File: config.mk
export PLATFORM = sky130hd
export DESIGN_NAME = cpu_controller
export DESIGN_NICKNAME = d
export VERILOG_FILES = /design/src/rtl/cpu_pkg.sv /design/src/rtl/cpu_instr_decoder.sv /design/src/rtl/cpu_controller.sv
export SDC_FILE = /design/constraint.sdc
export NUM_CORES = 1
export LEC_CHECK = 0
export ABC_AREA = 1
export CORE_MARGIN = 3
export CORE_UTILIZATION = 49
export CTS_CLUSTER_DIAMETER = 120
export DETAILED_ROUTE_END_ITERATION = 8
export PLACE_DENSITY = 0.95
export SLEW_MARGIN = 20
export SYNTH_ARGS = -nofsm -noshare
export SYNTH_HDL_FRONTEND = slang
export SYNTH_HIERARCHICAL = 1
export SYNTH_SLANG_ARGS = --single-unit
File: constraint.sdc
create_clock -name clk -period 2.9 [get_ports clk]
set_clock_uncertainty 0.05 [all_clocks]
set_input_delay 0.29 -clock clk [delete_from_list [all_inputs] [get_ports clk]]
set_output_delay 0.29 -clock clk [all_outputs]
set_load 0.02 [all_outputs]
File: src/rtl/cpu_pkg.sv
// Shared types and encodings for the CPU controller: FSM states, opcode/op
// fields, ALU operation and writeback-source select codes.
package cpu_pkg;

  localparam int CPU_DATA_W     = 16;
  localparam int CPU_REG_ADDR_W = 3;

  typedef enum logic [2:0] {
    WAIT,
    DECODE,
    GET_A,
    GET_B,
    EXEC,
    WR_REG,
    WR_IMM
  } state_t;

  // Opcode field IR[15:13]
  localparam logic [2:0] OPC_MOV = 3'b110;
  localparam logic [2:0] OPC_ALU = 3'b101;

  // op field IR[12:11]
  localparam logic [1:0] OP_MOV_REG = 2'b00;
  localparam logic [1:0] OP_MOV_IMM = 2'b10;
  localparam logic [1:0] OP_ADD     = 2'b00;
  localparam logic [1:0] OP_CMP     = 2'b01;
  localparam logic [1:0] OP_AND     = 2'b10;
  localparam logic [1:0] OP_MVN     = 2'b11;

  // ALU operation select
  localparam logic [1:0] ALU_ADD  = 2'b00;
  localparam logic [1:0] ALU_SUB  = 2'b01;
  localparam logic [1:0] ALU_AND  = 2'b10;
  localparam logic [1:0] ALU_NOTB = 2'b11;

  // Register-file writeback source select
  localparam logic [1:0] VSEL_MDATA = 2'b00;
  localparam logic [1:0] VSEL_IMM8  = 2'b01;
  localparam logic [1:0] VSEL_PC    = 2'b10;
  localparam logic [1:0] VSEL_DP    = 2'b11;

  // True for every opcode/op pair the controller knows how to sequence
  function automatic logic is_legal(input logic [2:0] opc, input logic [1:0] op);
    return (opc == OPC_MOV && (op == OP_MOV_IMM || op == OP_MOV_REG)) ||
           (opc == OPC_ALU);
  endfunction

endpackage

File: src/rtl/cpu_instr_decoder.sv
// Combinational split of a 16-bit instruction word into its fields, plus the
// sign-extended 8-bit and 5-bit immediates.
module instr_decoder
  import cpu_pkg::*;
#(
  parameter int DATA_W     = CPU_DATA_W,
  parameter int REG_ADDR_W = CPU_REG_ADDR_W
) (
  input  logic [DATA_W-1:0]     ir_i,
  output logic [2:0]            opcode_o,
  output logic [1:0]            op_o,
  output logic [REG_ADDR_W-1:0] rn_o,
  output logic [REG_ADDR_W-1:0] rd_o,
  output logic [REG_ADDR_W-1:0] rm_o,
  output logic [1:0]            shift_o,
  output logic [DATA_W-1:0]     sximm8_o,
  output logic [DATA_W-1:0]     sximm5_o
);

  assign opcode_o = ir_i[15:13];
  assign op_o     = ir_i[12:11];
  assign rn_o     = ir_i[10:8];
  assign rd_o     = ir_i[7:5];
  assign shift_o  = ir_i[4:3];
  assign rm_o     = ir_i[2:0];
  assign sximm8_o = {{(DATA_W-8){ir_i[7]}}, ir_i[7:0]};
  assign sximm5_o = {{(DATA_W-5){ir_i[4]}}, ir_i[4:0]};

endmodule

File: src/rtl/cpu_controller.sv
// Instruction register, decoder and Moore control FSM. One datapath step per
// clock; outputs are a pure function of the current state and the instruction
// being executed.
module cpu_controller
  import cpu_pkg::*;
#(
  parameter int DATA_W     = CPU_DATA_W,
  parameter int REG_ADDR_W = CPU_REG_ADDR_W
) (
  input  logic                  clk,
  input  logic                  rst_n,
  input  logic                  load,
  input  logic [DATA_W-1:0]     instr,
  input  logic                  s,
  output logic                  w,
  output logic                  err,
  output logic [REG_ADDR_W-1:0] readnum,
  output logic [REG_ADDR_W-1:0] writenum,
  output logic                  write,
  output logic [1:0]            vsel,
  output logic                  loada,
  output logic                  loadb,
  output logic                  loadc,
  output logic                  loads,
  output logic                  asel,
  output logic                  bsel,
  output logic [1:0]            shift,
  output logic [1:0]            ALUop,
  output logic [DATA_W-1:0]     sximm8,
  output logic [DATA_W-1:0]     sximm5
);

  state_t                  state_q, state_d;
  logic [DATA_W-1:0]       ir_q;   // architecturally visible IR
  logic [DATA_W-1:0]       ex_q;   // copy of IR taken when s is accepted
  logic [DATA_W-1:0]       dec_ir;
  logic [2:0]              opc;
  logic [1:0]              op;
  logic [REG_ADDR_W-1:0]   rn, rd, rm;
  logic [1:0]              sh;

  // A load coinciding with s updates ir_q but the running op works from ex_q,
  // so the old instruction executes and the new one waits for the next s.
  assign dec_ir = (state_q == WAIT) ? ir_q : ex_q;

  instr_decoder #(.DATA_W(DATA_W), .REG_ADDR_W(REG_ADDR_W)) u_dec (
    .ir_i     (dec_ir),
    .opcode_o (opc),
    .op_o     (op),
    .rn_o     (rn),
    .rd_o     (rd),
    .rm_o     (rm),
    .shift_o  (sh),
    .sximm8_o (sximm8),
    .sximm5_o (sximm5)
  );

  // Next-state selection from current state and decoded instruction
  always_comb begin
    state_d = state_q;
    unique case (state_q)
      WAIT:   if (s) state_d = DECODE;
      DECODE: begin
        if (opc == OPC_MOV && op == OP_MOV_IMM)      state_d = WR_IMM;
        else if (opc == OPC_MOV && op == OP_MOV_REG) state_d = GET_B;
        else if (opc == OPC_ALU && op == OP_MVN)     state_d = GET_B;
        else if (opc == OPC_ALU)                     state_d = GET_A;
        else                                         state_d = WAIT;
      end
      GET_A:  state_d = GET_B;
      GET_B:  state_d = EXEC;
      EXEC:   state_d = (opc == OPC_ALU && op == OP_CMP) ? WAIT : WR_REG;
      WR_REG: state_d = WAIT;
      WR_IMM: state_d = WAIT;
      default: state_d = WAIT;
    endcase
  end

  // State, IR and execution copy; load/s are only honoured while idle
  always_ff @(posedge clk or negedge rst_n) begin
    if (!rst_n) begin
      state_q <= WAIT;
      ir_q    <= '0;
      ex_q    <= '0;
    end else begin
      state_q <= state_d;
      if (state_q == WAIT && load) ir_q <= instr;
      if (state_q == WAIT && s)    ex_q <= ir_q;
    end
  end

  // Moore output decode; anything not driven for a state stays 0
  always_comb begin
    w        = (state_q == WAIT);
    err      = 1'b0;
    readnum  = '0;
    writenum = '0;
    write    = 1'b0;
    vsel     = VSEL_MDATA;
    loada    = 1'b0;
    loadb    = 1'b0;
    loadc    = 1'b0;
    loads    = 1'b0;
    asel     = 1'b0;
    bsel     = 1'b0;
    shift    = 2'b00;
    ALUop    = ALU_ADD;
    unique case (state_q)
      DECODE: err = !is_legal(opc, op);
      GET_A: begin
        readnum = rn;
        loada   = 1'b1;
      end
      GET_B: begin
        readnum = rm;
        loadb   = 1'b1;
      end
      EXEC: begin
        shift = sh;
        if (opc == OPC_MOV) begin
          ALUop = ALU_ADD;
          asel  = 1'b1;
        end else begin
          ALUop = op;
        end
        if (opc == OPC_ALU && op == OP_CMP) loads = 1'b1;
        else                                loadc = 1'b1;
      end
      WR_REG: begin
        vsel     = VSEL_DP;
        writenum = rd;
        write    = 1'b1;
      end
      WR_IMM: begin
        vsel     = VSEL_IMM8;
        writenum = rn;
        write    = 1'b1;
      end
      default: ;
    endcase
  end

endmodule

; Yosys cells after proc, flatten, opt, wreduce, memory -nomap -nowiden
; Cells that the tools add are included.
[totals]
reg_bits = 35
[classes]
n_eq_ne = 12
mux = 24
n_reduce_logical = 13
[ops]
columns = operator, count
row1 = two-way mux 16 bit, 1
row2 = "equality test 3 bit, second input constant", 5
row3 = one-hot mux 3 bit (5 select lines), 1
row4 = two-way mux 2 bit, 6
row5 = one-hot mux 3 bit (2 select lines), 2
row6 = two-way mux 1 bit, 10
row7 = two-way mux 3 bit, 3
row8 = logical AND 1 bit, 7
row9 = "equality test 3 x 2 -> 1 bit, second input constant", 2
row10 = "equality test 2 bit, second input constant", 2
row11 = one-hot mux 2 bit (2 select lines), 1
row12 = "equality test 3 x 1 -> 1 bit, second input constant", 1
row13 = logical NOT 3 bit, 1
row14 = "equality test 2 x 1 -> 1 bit, second input constant", 1
row15 = logical NOT 2 bit, 1
row16 = logical OR 1 bit, 2
row17 = "inequality test 2 bit, second input constant", 1
row18 = OR reduction 2 bit, 1
row19 = logical NOT 1 bit, 1

; Logic depth before layout (Yosys ltp)
[logic_depth]
depth_word = 8
depth_mapped = 14

; Cells and area by module
; Netlist, hierarchy kept.
[by_module_without_submodules]
columns = mod, instances, cells_each, area_per_inst_um2
row1 = cpu_controller, 1, 228, 1789.2
row2 = instr_decoder, 1, 48, 360.3

; Worst setup path before layout
; OpenSTA, ideal clock, no wires.
[synth_path]
kind = reg2out
startpoint = register state_q[0]
endpoint = output shift[1]
t_arrival_ns = 2.002
t_required_ns = 2.560
slack_ns = 0.558
path_stages_with_launch = 10
path_buffers = 2
path_cell_list = dfrtp_1 > inv_2 > nand2_4 > nor2_8 > inv_2 > buf_6 > o21ai_1 > buf_4 > inv_1 > nor2_1
[synth_between]
elab_chain_len = 3
word_cells_on_any_way = 4
cone_classes = 1 x eq/ne / 2 x mux / 1 x reduce/logical
[synth_lines]
columns = element, line_no
row1 = from (decl), cpu_controller.sv:33  ; state_t state_q, state_d;
row2 = from (signal assigned), cpu_controller.sv:86  ; state_q <= state_d;
row3 = logical NOT 3 bit, -
row4 = named net w, cpu_controller.sv:15  ; output logic w,
row5 = two-way mux 16 bit, cpu_controller.sv:44  ; assign dec_ir = (state_q == WAIT) ? ir_q : ex_q;
row6 = named net dec_ir[4], cpu_controller.sv:36  ; logic [DATA_W-1:0] dec_ir;
row7 = two-way mux 2 bit, cpu_controller.sv:108  ; unique case (state_q)
row8 = to (decl), cpu_controller.sv:27  ; output logic [1:0] shift,
; The timed path passes the listed nets, and every way through them passes these cells.

; Worst setup path in the final report
[layout_path]
startpoint = register state_q[1]
endpoint = output err
[layout_between]
word_cells_on_any_way = 12
cone_classes = 4 x eq/ne / 2 x mux / 6 x reduce/logical
[layout_lines]
columns = element, line_no
row1 = logical NOT 3 bit (*), cpu_controller.sv:44
row2 = two-way mux 16 bit (*), cpu_controller.sv:44
row3 = named net dec_ir[15], cpu_controller.sv:36
row4 = equality test 3 bit, cpu_pkg.sv:44  ; return (opc == OPC_MOV && (op == OP_MOV_IMM || op == OP_MOV_REG)) ||
row5 = logical AND 1 bit, cpu_pkg.sv:44
row6 = logical OR 1 bit (*), cpu_pkg.sv:44
row7 = logical NOT 1 bit (*), cpu_controller.sv:109  ; DECODE: err = !is_legal(opc, op);
row8 = two-way mux 1 bit (*), cpu_controller.sv:108
row9 = to (decl), cpu_controller.sv:16  ; output logic err,
; Mark *: on every way through the listed nets, which the timed path passes. The rest lies on a longest branch.

==> run metrics <==
fin nets 317; Async S/R FF share, synth 1.00; Area contributors post-synth dfrtp_1, buf_4, nand2_1; Vias per Instance 4.92; Critical Path Source Type flop; Worst EP arrival 2.46 ns; largest net degree at the start of global routing 36; cells after synthesis 276; Yosys top cell area share 0.407; Synth Area per Inst 7.79 um2; vias in the first global route 1587; core area 4120 um2; Vias 1706; Yosys top cell by area dfrtp_1; first-pass GRT wire length 7610 um; max-slew violation count 0; Reg2Reg Setup Slack 1.03 ns; gp weighted congestion 0.747; PortBufs 71; Synth Cell Area 2150 um2; Post-synth top cells buf_4, nand2_1, dfrtp_1; Area Growth Syn to Fin 21.7%; WP buf/inv 3; CTS Sinks 35; Post-Route WL 4540 um; Final Instance Area 2620 um2; Total GRT Usage 0.186; Critical Path Max Stage Delay 0.59 ns; global route overflow 0; Top cell by count, worst path nand2_1; die width 72.2 um; Max FO, Critical Path 33; initial antenna violation count 0; CP Class reg2out; DRC Markers 0; Final period util 0.964; hold crit path type in2async; WP data required 2.56 ns; total CTS buffers 5; CP Cell Sequence inv_2, nand2_4, nor2_8, inv_8, nand2_1, o21ai_1, nand2_1, nor2_4, a21oi_1, and2_1, clkdlybuf4s50_1; most common cell in the synthesized netlist buf_4; Top FF cell, synth dfrtp_1; die area 5220 um2; FF-to-FF End state_q[0]; normalized max-slew margin 0.635; post-route ant nets 0; Synth cell types 21; DRT Pass-1 Iters 4; H-Tree Level Count 2; Crit path max-delay family buffers and inverters; clk root buf clkbuf_8; Cell Area, Placed 2480 um2; Die Y 72.2 um; Hold Buf Count CTS 0; Ys Warns 6; RSZ-0062 raised after global routing yes; row count 23; crit path max-delay cell type clkdlybuf4s50_1; clk buf depth 2; Slew @ Worst Pin 0.546 ns; final core utilization 0.635; Reg2Reg Depth 11; sequential-to-total area share from yosys stat 0.407; post-CTS repair timing setup buffer count 0; Clk Latency, worst-skew pair 0.29 ns; Fin Hold WS 0.355 ns; outcome complete, no violations; 1st-iter DRT viols 96; Peak Freq 358 MHz; synthesis-stage register bit count 35; CTS tree yes; Critical Path Sink Type output pin; Post-synth EDFFs 0; share of cells above drive strength 1 0.0909; Initial Utilization 0.522; # diodes 0; Post-Syn Nets 296; max_cap viols 0; minimum clock period 2.80 ns; final number of hold-violating endpoints 0; clock transition at the registers of the reported paths 0.07 ns; r2r startpoint state_q[1]; IO Pins 73; Final setup viols 0; DP Wirelength 3370 um; routed len/inst 13.1 um
## area by class of cell
| type | count | area, um2 |
|---|---|---|
| well taps | 50 | 62.6 |
| flip-flops and latches | 35 | 876 |
| multi-input cells | 149 | 727 |
| clock buffers | 6 | 82.6 |
| inverters | 33 | 131 |
| repair buffers | 73 | 731 |
| fillers | 326 | 1500 |
| clock inverters | 1 | 5.00 |
## worst max-delay path by stage
stage | endpoint | slack (ns) | start | cells after the start
floorplan | shift[1] | 0.56 | state_q[0] | 9
global placement | shift[1] | 0.27 | state_q[0] | 8
detailed placement | shift[1] | 0.11 | state_q[1] | 8
CTS | loads | 0.002 | state_q[0] | 10
global route | err | -0.02 | state_q[1] | 10
finish | err | 0.10 | state_q[1] | 11
## flip-flops by register name, indices dropped and copies added, names as in the netlist
name / count
ex_q: 16
ir_q: 16
state_q: 3
## layer usage
layer,global-route usage,part of all wire,vias to the layer above,wire length [um]
met4,0.0835,0.016,0,71
met1,0.246,0.42,790,1920
met2,0.283,0.50,56,2260
met5,0,0,-,0
met3,0.0540,0.064,8,293
li1,-,-,852,-
## stage by stage
stage                     std cells  TNS, ns  setup slack [ns]
after global routing            347  -0.0420           -0.0248
after floorplan                 276        0             0.558
after global placement          340        0             0.270
final                           347        0             0.103
after detailed placement        340        0             0.114
after CTS                       347        0           0.00238
## repair_timing
item | 4_1_cts | 5_1_grt
hold endpoints to repair | 0 | 0
gates resized for setup | 4 | 10
setup endpoints to repair | 19 | 6
## cells in the final DEF (no fill, tap or decap), drive strengths merged, types with 2 or more instances in the layout
cell and n:
a21oi 19, clkbuf 6, clkdlybuf4s50 69, o21ai 39, dlymetal6s2s 2, dfrtp 35
nand3 4, inv 33, nor3 3, buf 2, nor2 28, nand2 53
## kinds of logic (layout without fill, tap and decap cells)
kind of cell	after synthesis	after routing	synth area share
AOI/OAI and AO/OA	58	58	0.137
buffers and inverters	92	113	0.271
other	1	1	0.00174
and+or+nand+nor	90	90	0.183
DFF	35	35	0.407
Power is not shown: default switching activity piles up to over one toggle a cycle in this logic, so the estimate is an artifact.
